**src/rtl/maxnet_ctrl.sv**
```systemverilog
// maxnet_ctrl: loads the PU array, steps it until ESG signals end or the cap is hit, then reports the winner
//   clk, rst                 : clock, synchronous active-high reset
//   start                    : run request (IDLE only)
//   end_signal, pu_zero      : convergence flag from ESG and per-PU zero flags
//   load, iter_en, done      : one-cycle pulses, decoded from state
//   busy                     : high from LOAD through DONE
//   winner, no_winner,       : registered result of the last run
//   timeout, iter_count
module maxnet_ctrl #(
  parameter int MAX_ITER = 255,
  parameter int CNT_W    = 8
) (
  input  logic             clk,
  input  logic             rst,
  input  logic             start,
  input  logic             end_signal,
  input  logic [3:0]       pu_zero,
  output logic             load,
  output logic             iter_en,
  output logic             busy,
  output logic             done,
  output logic [1:0]       winner,
  output logic             no_winner,
  output logic             timeout,
  output logic [CNT_W-1:0] iter_count
);
  typedef enum logic [2:0] {
    S_IDLE, S_LOAD, S_SETTLE_L, S_STEP, S_SETTLE, S_RESOLVE, S_DONE
  } state_t;
  state_t r_state, w_next;
  logic       w_cap;
  logic [1:0] w_win;
  assign w_cap = iter_count == CNT_W'(MAX_ITER);
  // lowest-index surviving PU; all-zero falls through to 0 and is flagged by no_winner
  assign w_win = !pu_zero[0] ? 2'd0 : !pu_zero[1] ? 2'd1 : !pu_zero[2] ? 2'd2 : !pu_zero[3] ? 2'd3 : 2'd0;
  always_comb begin
    w_next = r_state;
    case (r_state)
      S_IDLE:     w_next = start ? S_LOAD : S_IDLE;
      S_LOAD:     w_next = S_SETTLE_L;
      S_SETTLE_L: w_next = end_signal ? S_RESOLVE : S_STEP;
      S_STEP:     w_next = S_SETTLE;
      S_SETTLE:   w_next = (end_signal || w_cap) ? S_RESOLVE : S_STEP;
      S_RESOLVE:  w_next = S_DONE;
      default:    w_next = S_IDLE;
    endcase
  end
  always_ff @(posedge clk) begin
    if (rst) begin
      r_state    <= S_IDLE;
      winner     <= '0;
      no_winner  <= 1'b0;
      timeout    <= 1'b0;
      iter_count <= '0;
    end else begin
      r_state <= w_next;
      if (r_state == S_LOAD) begin
        winner     <= '0;
        no_winner  <= 1'b0;
        timeout    <= 1'b0;
        iter_count <= '0;
      end
      if (r_state == S_STEP) iter_count <= iter_count + CNT_W'(1);
      // end_signal has priority: a run that converges on the last allowed step is not a timeout
      if (r_state == S_SETTLE && !end_signal && w_cap) timeout <= 1'b1;
      if (r_state == S_RESOLVE) begin
        winner    <= w_win;
        no_winner <= &pu_zero;
      end
    end
  end
  assign load    = r_state == S_LOAD;
  assign iter_en = r_state == S_STEP;
  assign done    = r_state == S_DONE;
  assign busy    = r_state != S_IDLE;
endmodule

```
**config.mk**
```make
export PLATFORM = sky130hd
export DESIGN_NAME = maxnet_ctrl
export DESIGN_NICKNAME = d
export VERILOG_FILES = /design/src/rtl/maxnet_ctrl.sv
export SDC_FILE = /design/constraint.sdc
export NUM_CORES = 1
export LEC_CHECK = 0
export ABC_AREA = 0
export CORE_MARGIN = 2
export CORE_UTILIZATION = 48
export DETAILED_ROUTE_END_ITERATION = 8
export GPL_ROUTABILITY_DRIVEN = 0
export GPL_TIMING_DRIVEN = 0
export PLACE_DENSITY_LB_ADDON = 0.08
export RECOVER_POWER = 100
export SLEW_MARGIN = 20
export SYNTH_ARGS = -nofsm -noshare
export SYNTH_HDL_FRONTEND = slang
export SYNTH_SLANG_ARGS = --single-unit
```
**constraint.sdc**
```tcl
create_clock -name clk -period 3.1 [get_ports clk]
set_input_delay 0.31 -clock clk [delete_from_list [all_inputs] [get_ports clk]]
set_output_delay 0.31 -clock clk [all_outputs]
set_load 0.05 [all_outputs]
```
==> impl_metrics.ini <==
[route]
drt_iter0_drc = 17
via_per_inst = 5.819
wl_mm = 1.865
ant_nets = 0
drc_errors = 0
vias = 803
drt-pass1-iter-count = 4
wire_per_inst_um = 13.51

[cts]
holdBufCountCts = 0
cts.htree.levels = 1
cts_sinks = 15
cts_made_buffers = 3
post_cts_resized = 0
tritoncts = yes
cts_buffer_depth = 2
post_cts_buffers = 0
root_buffer = clkbuf_4
path_clk_slew_ns = 0.09
clock_latency_ns = 0.29

[die]
die_h_um = 44.24
die_width_um = 44.24
io_pins = 24
design.die.area_mm2 = 0.001957
coreArea_mm2 = 0.001506
initial_utilization_pct = 51.58
num_rows = 14

[finish]
final_cells = 138
drive_gt1_share_pct = 4.918
mostFrequentLayoutCell = dlygate4sd3_1
layout_common_cells = dlygate4sd3_1, dfxtp_1, nand2_1
n_antenna_cell = 0
syn2layout_area_growth_pct = 35.27
final_nets = 132

[sta]
tns_ns = 0
slew_headroom_pct = 66.15
drv_slew = 0
period_needed_ns = 2.488
worstMarginPinSlew_ns = 0.5060
finalHoldViolCount = 0
period_share_pct = 80.27
fmax_ghz = 0.4019
finClkSkew_ns = 0.001267
finalSetupViolCount = 0
rsz0062_at_grt = no

[global_routing]
grt_max_degree = 11
grt_usage_pct = 21.94
gr-total-overflow = 0
grt_pass1_wl_mm = 3.132
antenna_found_initial = 0
grt_pass1_vias = 677

[logic_synthesis]
synth_edf_count = 0
synth.largest_area_cell = dfxtp_1
synth_cells = 95
avgSynthCellArea_um2 = 8.179
yosys_warnings = 0
synth_area_leaders = dfxtp_1, nand2_1, a21oi_1
netlist.area_leader.share_pct = 38.65
synth_area_um2 = 777.0
ys_seq_elements = 15
synth_seq_area_share_pct = 38.65
ys.flop_type = dfxtp_1
async_flop_share_pct = 0
syn_nets = 104
yosysUniqueCellTypes = 35

[worst_setup_path]
cpPeakStageDelay_ns = 0.86
worst_path_max_delay_cell = dlygate4sd3_1
worstPathArrival_ns = 2.18
cp-startpoint = r_state[0]$_SDFF_PP0_
cp.required_ns = 2.79
startpoint_type = flop
cpLargestDelayFamily = buffers and inverters
cp-end-kind = output pin
cp_num_buf_inv = 3
reg2reg_from = r_state[1]$_SDFF_PP0_
crit_type = flop to output pin
critPathMaxFanout = 10
path_cells = buf_2 > or3b_1 > inv_1 > dlygate4sd3_1

[power_and_ir_drop]
power_density_mw_per_mm2 = 364.3
p_leak_nw = 0.4259
ir_worst_vdd_uv = 328.7

[placement]
dp_hpwl_mm = 1.329
numPortBuffers = 23
dp.cells = 134

[run]
drv_cap = 0

[min_path]
hold_start = winner[0]$_SDFFE_PP0P_
min_path_type = flop to flop

[status]
status = complete, no violations
==> synth_stat cells, types with 2 or more instances <==
| cell type | count |
|---|---|
| a21o_1 | 2 |
| nand4b_1 | 2 |
| nor2_1 | 4 |
| nor2b_1 | 5 |
| nor3_1 | 2 |
| o21ai_0 | 2 |
| nand2b_1 | 3 |
| a21oi_1 | 8 |
| and3_1 | 2 |
| and3b_1 | 2 |
| dfxtp_1 | 15 |
| buf_2 | 2 |
| nand4_1 | 4 |
| a31oi_1 | 3 |
| nand2_1 | 14 |
| nand3_1 | 5 |
| inv_1 | 2 |
==> cells by family after synthesis <==
group | count (synthesis) | share of synthesized area [%]
multiplexers | 1 | 1.288
AND/OR/NAND/NOR | 49 | 35.43
AO/OA/AOI/OAI | 22 | 18.68
buffers and inverters | 7 | 4.348
flip-flops | 15 | 38.65
adder cells (fa/ha/maj) | 1 | 1.610
==> stage by stage <==
stage	setup WS [ns]	hold slack, ns	util, %	instance area, um2	power, W
after floorplan	1.493	0.3779	-	777.0	0.0002485
after global placement	1.006	0.4400	68.19	1027	0.0002751
after detailed placement	0.9960	0.4432	68.19	1027	0.0002764
after CTS	0.6675	0.4558	69.93	1054	0.0003903
after global routing	0.4904	0.4828	69.77	1051	0.0004026
final	0.6117	0.4510	69.77	1051	0.0003829
==> report_power, final <==
group          switching, W  internal [W]
clock network     0.0000634     0.0000501
registers        0.00000367      0.000196
logic             0.0000439     0.0000257
total              0.000111      0.000272
==> final cells by class <==
cell class	instances	area [um2]
clock buffers	4	26.28
multi-input cells	73	442.9
well taps	16	20.02
plain buffers	5	23.77
fillers	133	455.4
repair buffers	23	230.2
flip-flops and latches	15	300.3
inverters	2	7.507
==> worst min-delay path: stages (launching register included) <==
cell and delay (ns):
dfxtp_1 0.31, nand2_1 0.05, a21oi_1 0.05
==> layer usage <==
layer / vias up / track usage [%] / wire, um
met5: - / 0 / 0
met4: 0 / 5.455 / 11
met3: 2 / 7.755 / 106
met2: 23 / 31.76 / 860
met1: 366 / 31.00 / 888
li1: 412 / - / -
==> worst paths after layout <==
check	end	slack (ns)	cells after the start
worst min register to register	winner[0]$_SDFFE_PP0P_	0.45	2
worst max-delay path	load	0.61	4
worst max register to register	no_winner$_SDFFE_PP0P_	1.70	4
worst min-delay path	winner[0]$_SDFFE_PP0P_	0.45	2
==> state kept, by name, summed over array words and instances, names as in the netlist <==
register and cells:
iter_count 8, r_state 3, winner 2, no_winner 1, timeout 1
(Power assumes the default switching activity.)
